===== src/rtl/vga_fetch_pkg.sv =====
// Shared state encoding and default sizing for the VGA frame fetch scheduler.
package vga_fetch_pkg;

  localparam int unsigned DefFifoDepth   = 1024;
  localparam int unsigned DefBurstLen    = 64;
  localparam int unsigned DefFramePixels = 307200;
  localparam int unsigned DefPixelBytes  = 2;

  typedef enum logic [2:0] {
    StIdle,
    StWaitVsync,
    StFlush,
    StCheck,
    StIssue,
    StWaitData,
    StFrameEnd
  } fetch_state_e;

endpackage


===== src/rtl/vga_sync_edge_detect.sv =====
// Registers VSYNC and flags a frame start the cycle after a sampled 1 -> 0 transition.
module vga_sync_edge_detect (
  input  logic clk_i,
  input  logic rst_ni,
  input  logic vsync_i,
  output logic frame_start_o
);

  logic vsync_q;
  logic vsync_prev_q;

  // Both stages reset low so a VSYNC held low across reset release is not an edge.
  always_ff @(posedge clk_i or negedge rst_ni) begin
    if (!rst_ni) begin
      vsync_q      <= 1'b0;
      vsync_prev_q <= 1'b0;
    end else begin
      vsync_q      <= vsync_i;
      vsync_prev_q <= vsync_q;
    end
  end

  assign frame_start_o = vsync_prev_q & ~vsync_q;

endmodule


===== src/rtl/vga_fetch_scheduler.sv =====
// Issues per-frame DMA burst commands into a pixel FIFO, gated on free space.
// Optional statistics counters are built when VGA_FETCH_STATS_EN is defined.
module vga_fetch_scheduler
  import vga_fetch_pkg::*;
#(
  parameter int unsigned FIFO_DEPTH   = DefFifoDepth,
  parameter int unsigned BURST_LEN    = DefBurstLen,
  parameter int unsigned FRAME_PIXELS = DefFramePixels,
  parameter int unsigned PIXEL_BYTES  = DefPixelBytes
) (
  input  logic        i_CLK,
  input  logic        i_RST_n,
  input  logic        i_ENABLE,
  input  logic [31:0] i_FRAME_BASE,
  input  logic        i_CLR_STATUS,
  input  logic        i_VSYNC,
  input  logic [10:0] i_FIFO_LEVEL,
  input  logic        i_FIFO_WR,
  input  logic        i_FIFO_RD,
  input  logic        i_FIFO_EMPTY,
  output logic        o_CMD_VALID,
  input  logic        i_CMD_READY,
  output logic [31:0] o_CMD_ADDR,
  output logic [15:0] o_CMD_LEN,
  output logic        o_FIFO_FLUSH,
  output logic        o_FRAME_DONE,
  output logic        o_BUSY,
  output logic        o_UNDERFLOW,
  output logic        o_FRAME_LATE,
  output logic [15:0] o_FRAME_CNT,
  output logic [15:0] o_UNDERFLOW_CNT
);

  fetch_state_e state_q, state_d;

  logic [31:0] addr_q;
  logic [31:0] remaining_q;
  logic [15:0] len_q;
  logic [15:0] wr_cnt_q;
  logic        busy_q, valid_q, flush_q, done_q, underflow_q, late_q;

  logic        frame_start;
  logic [15:0] len_c;
  logic        room_c;
  logic        underflow_evt;

  vga_sync_edge_detect u_sync_edge (
    .clk_i         (i_CLK),
    .rst_ni        (i_RST_n),
    .vsync_i       (i_VSYNC),
    .frame_start_o (frame_start)
  );

  assign underflow_evt = i_FIFO_RD & i_FIFO_EMPTY & busy_q;

  always_comb begin
    len_c   = (remaining_q < BURST_LEN) ? remaining_q[15:0] : 16'(BURST_LEN);
    // Written as level + len <= depth so an over-reported level cannot wrap the free count.
    room_c  = ({21'd0, i_FIFO_LEVEL} + 32'(len_c)) <= FIFO_DEPTH;
    state_d = state_q;
    unique case (state_q)
      StIdle:      if (i_ENABLE) state_d = StWaitVsync;
      StWaitVsync: begin
        if (!i_ENABLE)        state_d = StIdle;
        else if (frame_start) state_d = StFlush;
      end
      StFlush:     state_d = StCheck;
      StCheck: begin
        if (!i_ENABLE)              state_d = StIdle;
        else if (remaining_q == '0) state_d = StFrameEnd;
        else if (room_c)            state_d = StIssue;
      end
      StIssue:     if (i_CMD_READY) state_d = StWaitData;
      StWaitData: begin
        if (i_FIFO_WR && (wr_cnt_q + 16'd1 == len_q)) begin
          state_d = i_ENABLE ? StCheck : StIdle;
        end
      end
      StFrameEnd:  state_d = i_ENABLE ? StWaitVsync : StIdle;
      default:     state_d = StIdle;
    endcase
  end

  always_ff @(posedge i_CLK or negedge i_RST_n) begin
    if (!i_RST_n) begin
      state_q     <= StIdle;
      addr_q      <= '0;
      remaining_q <= '0;
      len_q       <= '0;
      wr_cnt_q    <= '0;
      busy_q      <= 1'b0;
      valid_q     <= 1'b0;
      flush_q     <= 1'b0;
      done_q      <= 1'b0;
      underflow_q <= 1'b0;
      late_q      <= 1'b0;
    end else begin
      state_q <= state_d;
      busy_q  <= (state_d != StIdle);
      valid_q <= (state_d == StIssue);
      flush_q <= (state_d == StFlush);
      done_q  <= (state_d == StFrameEnd);

      if (state_q == StWaitVsync && state_d == StFlush) begin
        addr_q      <= i_FRAME_BASE;
        remaining_q <= 32'(FRAME_PIXELS);
      end else if (state_q == StCheck && state_d == StIssue) begin
        len_q <= len_c;
      end else if (state_q == StIssue && i_CMD_READY) begin
        addr_q      <= addr_q + 32'(len_q) * PIXEL_BYTES;
        remaining_q <= remaining_q - 32'(len_q);
        wr_cnt_q    <= '0;
      end else if (state_q == StWaitData && i_FIFO_WR) begin
        wr_cnt_q <= wr_cnt_q + 16'd1;
      end

      // Sticky flags: a new event in the clearing cycle keeps the flag set.
      underflow_q <= underflow_evt | (underflow_q & ~i_CLR_STATUS);
      late_q      <= (frame_start && state_q != StIdle && state_q != StWaitVsync) |
                     (late_q & ~i_CLR_STATUS);
    end
  end

  assign o_CMD_VALID  = valid_q;
  assign o_CMD_ADDR   = addr_q;
  assign o_CMD_LEN    = len_q;
  assign o_FIFO_FLUSH = flush_q;
  assign o_FRAME_DONE = done_q;
  assign o_BUSY       = busy_q;
  assign o_UNDERFLOW  = underflow_q;
  assign o_FRAME_LATE = late_q;

`ifdef VGA_FETCH_STATS_EN
  logic [15:0] frame_cnt_q;
  logic [15:0] underflow_cnt_q;
  logic        frame_evt;

  assign frame_evt = (state_d == StFrameEnd);

  always_ff @(posedge i_CLK or negedge i_RST_n) begin
    if (!i_RST_n) begin
      frame_cnt_q     <= '0;
      underflow_cnt_q <= '0;
    end else if (i_CLR_STATUS) begin
      frame_cnt_q     <= {15'd0, frame_evt};
      underflow_cnt_q <= {15'd0, underflow_evt};
    end else begin
      if (frame_evt && frame_cnt_q != 16'hFFFF)         frame_cnt_q     <= frame_cnt_q + 16'd1;
      if (underflow_evt && underflow_cnt_q != 16'hFFFF) underflow_cnt_q <= underflow_cnt_q + 16'd1;
    end
  end

  assign o_FRAME_CNT     = frame_cnt_q;
  assign o_UNDERFLOW_CNT = underflow_cnt_q;
`else
  assign o_FRAME_CNT     = 16'd0;
  assign o_UNDERFLOW_CNT = 16'd0;
`endif

endmodule

===== config.mk =====
export PLATFORM = sky130hd
export DESIGN_NAME = vga_fetch_scheduler
export DESIGN_NICKNAME = d
export VERILOG_FILES = /design/src/rtl/vga_fetch_pkg.sv /design/src/rtl/vga_sync_edge_detect.sv /design/src/rtl/vga_fetch_scheduler.sv
export SDC_FILE = /design/constraint.sdc
export NUM_CORES = 1
export LEC_CHECK = 0
export ABC_AREA = 0
export BUFFER_PORTS_ARGS = -buffer_cell sky130_fd_sc_hd__buf_4
export CORE_ASPECT_RATIO = 1.2
export CORE_MARGIN = 2
export CORE_UTILIZATION = 57
export DETAILED_ROUTE_END_ITERATION = 12
export PLACE_DENSITY = 0.81
export SLEW_MARGIN = 30
export SYNTH_ARGS = -nofsm -noshare
export SYNTH_HDL_FRONTEND = slang
export SYNTH_SLANG_ARGS = --single-unit

===== constraint.sdc =====
create_clock -name i_CLK -period 5.9 [get_ports i_CLK]
set_input_delay 1.18 -clock i_CLK [delete_from_list [all_inputs] [get_ports i_CLK]]
set_output_delay 1.18 -clock i_CLK [all_outputs]
set_load 0.05 [all_outputs]

After elaboration in Yosys (flattened, before gate mapping)
Cells that the tools add are included.

Add/subtract/negate cells: 4. Multipliers: 0. Div/mod/pow operators: 0. $lt $le $gt $ge: 2. Equality and inequality tests: 12. Shifts and indexed selects: 0. Multiplexer cells: 20. Bitwise operators: 11. Reductions and logical operators: 16.

Operator list (count): $mux W32 (6); $mux W16 (3); $add A32 B17 Y32 (1); $logic_not A32 Y1 (1); $lt A32 B7 Y1 const B (1); $sub A32 B16 Y32 (1); $mux W3 (8); $pmux W3 S7 (1); $add A11 B16 Y17 (1); $le A17 B11 Y1 const B (1); $add A16 B1 Y16 const B (1); $eq A16 B16 Y1 (1); $eq A3 B3 Y1 const B (5); $eq A3 B2 Y1 const B (3); $logic_and A1 B1 Y1 (7); $reduce_bool A3 Y1 (2); $and A1 B1 Y1 (5); $not A1 Y1 (4); $reduce_and A2 Y1 (2); $reduce_bool A2 Y1 (2); $eq A3 B1 Y1 const B (1); $logic_not A3 Y1 (1); $ne A3 B1 Y1 const B (1); $reduce_and A3 Y1 (1); 4 further kinds (5).

Register bits: 107. Bits in latches: 0. Memory bits (writable): 0. Bits in read-only memories: 0. Bits of input ports: 52. Output and inout port bits: 86. Logic and storage cells: 78. Memories: 0.

Depth between registers and ports, before layout
Depth in word-level cells: 12. Mapped depth: 16. Gate-level depth less buffers: 15.

By module
A second synthesis with hierarchy kept.

Cell total of the unflattened synthesis: 895. Area, all modules: 7618.6 sq um.

By module, submodules not included: vga_fetch_scheduler (times used 1, cells an instance 892, area each 7554.7 sq um, seq. area each 2627.5 sq um); vga_sync_edge_detect (times used 1, cells an instance 3, area each 63.8 sq um, seq. area each 50.0 sq um).

Worst setup path after synthesis
No wires, ideal clock.

Path type: register to register. From: register remaining_q[22]. To: register busy_q (netlist: o_BUSY). Data arrival time: 4.434 ns. Path slack: 1.327 ns. Stages on the path, launching flop included: 16. Cells stage by stage: dfrtp_1 -> or4_4 -> or4b_4 -> nor4_4 -> inv_1 -> nor2_1 -> ha_1 -> fa_1 -> a21oi_2 -> o221ai_2 -> a31oi_4 -> xnor2_1 -> a2111o_1 -> a211oi_4 -> o211ai_2 -> or4_1.

Longest elaborated chain between the ends: 9. Elaborated cells between the ends (all ways): 10.

RTL lines: from (decl) (RTL line vga_fetch_scheduler.sv:37) `logic [31:0] remaining_q;`; from (signal assigned) (RTL line vga_fetch_scheduler.sv:106) `remaining_q <= 32'(FRAME_PIXELS);`; from (signal assigned) (RTL line vga_fetch_scheduler.sv:111) `remaining_q <= remaining_q - 32'(len_q);`; $lt A32 B7 Y1 (RTL line vga_fetch_scheduler.sv:57) `len_c = (remaining_q < BURST_LEN) ? remaining_q[15:0] : 16'(BURST_LEN);`; $mux W16 (RTL line vga_fetch_scheduler.sv:57); via len_c[6] (RTL line vga_fetch_scheduler.sv:43) `logic [15:0] len_c;`; $add A11 B16 Y17 (RTL line vga_fetch_scheduler.sv:59) `room_c = ({21'd0, i_FIFO_LEVEL} + 32'(len_c)) <= FIFO_DEPTH;`; $le A17 B11 Y1 (RTL line vga_fetch_scheduler.sv:59); $mux W3 (RTL line vga_fetch_scheduler.sv:71) `else if (room_c) state_d = StIssue;`; $mux W3 (RTL line vga_fetch_scheduler.sv:70) `else if (remaining_q == '0) state_d = StFrameEnd;`; $mux W3 (RTL line vga_fetch_scheduler.sv:69) `if (!i_ENABLE) state_d = StIdle;`; $pmux W3 S7 (RTL line vga_fetch_scheduler.sv:61) `unique case (state_q)`; via state_d[1] (RTL line vga_fetch_scheduler.sv:34) `fetch_state_e state_q, state_d;`; $reduce_bool A3 Y1 (RTL line vga_fetch_scheduler.sv:99) `busy_q <= (state_d != StIdle);`; to (signal assigned) (RTL line vga_fetch_scheduler.sv:99); to (decl) (RTL line vga_fetch_scheduler.sv:40) `logic busy_q, valid_q, flush_q, done_q, underflow_q, late_q;`.

The timed path passes the listed nets, and every way through them passes these cells. A chain may end at the register's enable or synchronous reset.

Final worst setup path
Ends and elaborated chain as after synthesis.

==> results.yml <==
synthesis:
  synth_area_sq_mm: 0.00778
  synth_seq_area_share_pct: 34.4
  netlist_instances: 902
  avgSynthCellArea_sq_um: 8.63
  synth_mux_area_share_pct: 1.51
  synthAdderAreaFrac_pct: 7.84
  synth-compound-area-share_pct: 20.0
  synth_edf_count: 0
  ys.flop_type: "dfrtp_1"
  ys_seq_elements: 107
  ys.warnings.count: 0
  synthSimpleGateAreaFrac_pct: 21.0
  synth.distinct_cells: 80
  synth_top_family_by_area: "simple AND/OR/NAND/NOR gates"
  synthArstFlopShare_pct: 100
  synth_xor_xnor_area_share_pct: 8.21
die:
  die_x_um: 111
  fp.dieH_um: 132
  core_area_sq_mm: 0.0133
  rows: 46
  num_io_pins: 138
  initial_core_util_pct: 58.5
  die-area_sq_mm: 0.0146
critical_path:
  critPathKind: "reg -> reg"
  crit_path_max_fanout: 8
  critical_path_required_ns: 6.13
  critPathArrivalTime_ns: 5.39
  endpoint_kind: "register"
  start_kind: "register"
timing:
  report.final.setup_viol: 0
  tns_ns: 0
  finClkSkew_ns: 0.0114
  fmax_mhz: 194
  rsz0062_at_grt: "false"
  min_period_ns: 5.16
  hold_viol_final: 0
  tightest_slew_ns: 0.977
  report.final.slew_viol_count: 0
  max_slew_margin_pct: 34.2
  worst_slack_ns: 0.738
  finalCritPeriodShare_pct: 87.5
placed_design:
  routabilityCongestion: 0.930
  place_area_sq_mm: 0.00859
  portBuffers: 105
  pre_cts_slack_ns: 0.813
  post-place-cells: 1150
  hpwl_mm: 14.1
layout:
  syn2layout_area_growth_pct: 14.1
  mostFrequentLayoutCells: "buf_4 (111), dfrtp_1 (107), nor2_1 (86)"
  final_nets: 1092
  stdcell_count: 1166
  final_area_sq_mm: 0.00888
  final_common_cell: "buf_4"
  drive_above_1_share_pct: 16.2
  num_antenna_cells: 0
global_routing:
  grt_pass1_wl_mm: 32.0
  grt_max_degree: 71
  grt_pass1_vias: 6417
  grt-ovfl-total: 0
  antenna_found_initial: 0
  track_usage_pct: 26.4
outcome:
  status: "completed"
detailed_routing:
  drc: 0
  detail_route.wl_per_cell_um: 16.7
  via_count: 6955
  ant_nets: 0
  drt_wl_total_mm: 19.5
  via_per_inst: 5.96
  drt-initial-drc-count: 506
  firstDrtPassIters: 5
pwr:
  ir_worst_vdd_uv: 187
  combinationalPowerShare_pct: 23.3
  seqPwrFrac_pct: 45.4
  clock_power_share_pct: 31.2
  leakage_nw: 3.99
  p_sw_share_pct: 33.0
  p_sw_mw: 0.610
  p_int_mw: 1.24
  power_density_mw_per_mm2: 208
clocking:
  cts_hold_buffers: 0
  numCtsBuffers: 9
  clk_pin_slew_worst_paths_ns: 0.07
  cts_htree_levels: 3
  post-cts-setup-buffers: 0
  cts_tree: "built"
  clockBufferDepth: 2
  cts_resized: 0
  root_buffer: "clkbuf_16"
  clk_latency_ns: 0.36
  cts.sinks: 107
flow_run:
  cap_viol_max_count: 0
min_path:
  hold_path.class: "reg -> reg"
-- per-layer routing --
| layer | GRT usage (%) | part of all wire, % | vias up |
|---|---|---|---|
| met5 | 0 | 0 | - |
| met4 | 7.57 | 1.9 | 0 |
| met3 | 4.09 | 4.4 | 39 |
| met2 | 45.2 | 50 | 231 |
| met1 | 34.9 | 44 | 3316 |
| li1 | - | - | 3369 |
-- layout make-up --
type	count	area [sq um]
Clock buffer	10	239
Fill cell	1109	4410
Inverter	42	158
Tap cell	168	210
Multi-Input combinational cell	721	4710
Clock inverter	6	40.0
Sequential cell	107	2680
Timing Repair Buffer	112	845
-- stage by stage --
step           total power [mW]  hold WS [ns]  util (%)
2_1_floorplan              1.17         0.346         -
3_3_place_gp               1.27         0.355      64.6
3_5_place_dp               1.27         0.361      64.6
4_1_cts                    1.85         0.377      66.7
5_1_grt                    1.93         0.394      66.8
6_report                   1.85         0.374      66.8
-- state kept, by name, summed over array words and instances, names as in the netlist --
signal	cells
o_CMD_ADDR	32
remaining_q	32
o_CMD_LEN	16
wr_cnt_q	16
state_q	3
o_BUSY	1
o_CMD_VALID	1
o_FIFO_FLUSH	1
o_FRAME_DONE	1
o_FRAME_LATE	1
o_UNDERFLOW	1
u_sync_edge.vsync_prev_q	1
u_sync_edge.vsync_q	1
-- logic make-up after synthesis --
kind of cell    count (synthesis)
xor+xnor                       73
buf+inv                       109
fa+ha+maj                      47
other cells                     1
mux                            11
flops                         107
compound gates                239
simple gates                  315
-- critical path: stages (launching register included) --
cell and delay, ns:
dfrtp_1 0.44, or4_4 0.55, or4b_4 0.54, nor4_4 0.51, inv_1 0.14, nor2_1 0.14
ha_1 0.22, fa_1 0.25, a21oi_2 0.10, o221ai_2 0.24, a31oi_4 0.12, xnor2_1 0.14
a2111o_1 0.43, a211oi_4 0.49, o211ai_2 0.20, or4_1 0.53
-- synthesized netlist by cell type, types with 3 or more instances --
cell | n | area share [%]
nand2b_1 | 8 | 0.64
a21o_1 | 13 | 1.3
buf_2 | 11 | 0.71
and3_1 | 11 | 0.88
dfrtp_1 | 107 | 34
ha_1 | 44 | 7.1
o31ai_1 | 6 | 0.58
mux2_1 | 6 | 0.87
and4_1 | 3 | 0.34
nor3b_1 | 3 | 0.29
a211oi_1 | 13 | 1.3
clkbuf_1 | 23 | 1.1
nor2b_1 | 6 | 0.48
a311oi_1 | 3 | 0.34
inv_1 | 41 | 2.0
nand3_1 | 40 | 2.6
o211ai_1 | 5 | 0.48
nor3_1 | 23 | 1.5
nor4_1 | 8 | 0.64
o21ai_1 | 3 | 0.19
a31o_2 | 4 | 0.45
nand4_1 | 7 | 0.56
o21bai_1 | 5 | 0.48
xor2_1 | 25 | 2.8
o2111ai_1 | 4 | 0.45
fa_1 | 3 | 0.77
mux2i_1 | 5 | 0.64
o311ai_0 | 5 | 0.56
or3_1 | 21 | 1.7
o21a_1 | 4 | 0.39
o21ai_0 | 55 | 3.5
or4_1 | 6 | 0.58
buf_4 | 32 | 3.1
a31oi_1 | 18 | 1.4
nand2_1 | 58 | 2.8
and2_1 | 12 | 0.96
xnor2_1 | 48 | 5.4
nor2_1 | 86 | 4.1
nand3b_1 | 3 | 0.29
or2_2 | 4 | 0.32
a21oi_1 | 72 | 4.6
-- power groups by stage --
| stage | combinational, mW | clock, mW | sequential (mW) |
|---|---|---|---|
| 3_3_place_gp | 0.418 | 0 | 0.849 |
| 2_1_floorplan | 0.318 | 0 | 0.856 |
| 4_1_cts | 0.427 | 0.584 | 0.837 |
| 5_1_grt | 0.470 | 0.617 | 0.847 |
| 6_report | 0.430 | 0.577 | 0.839 |
| 3_5_place_dp | 0.422 | 0 | 0.850 |
-- path summary, 6_finish.rpt --
kind                                           from                  endpoint  slack, ns  depth (start not counted)
min in group asynchronous                   i_RST_n              wr_cnt_q[11]       0.82                          1
worst max register to register      remaining_q[22]                    o_BUSY       0.74                         15
worst max-delay path                remaining_q[22]                    o_BUSY       0.74                         15
worst min register to register  u_sync_edge.vsync_q  u_sync_edge.vsync_prev_q       0.37                          0
max in group asynchronous                   i_RST_n            o_CMD_ADDR[13]       4.16                          2
worst min-delay path            u_sync_edge.vsync_q  u_sync_edge.vsync_prev_q       0.37                          0
(Power assumes the default switching activity.)
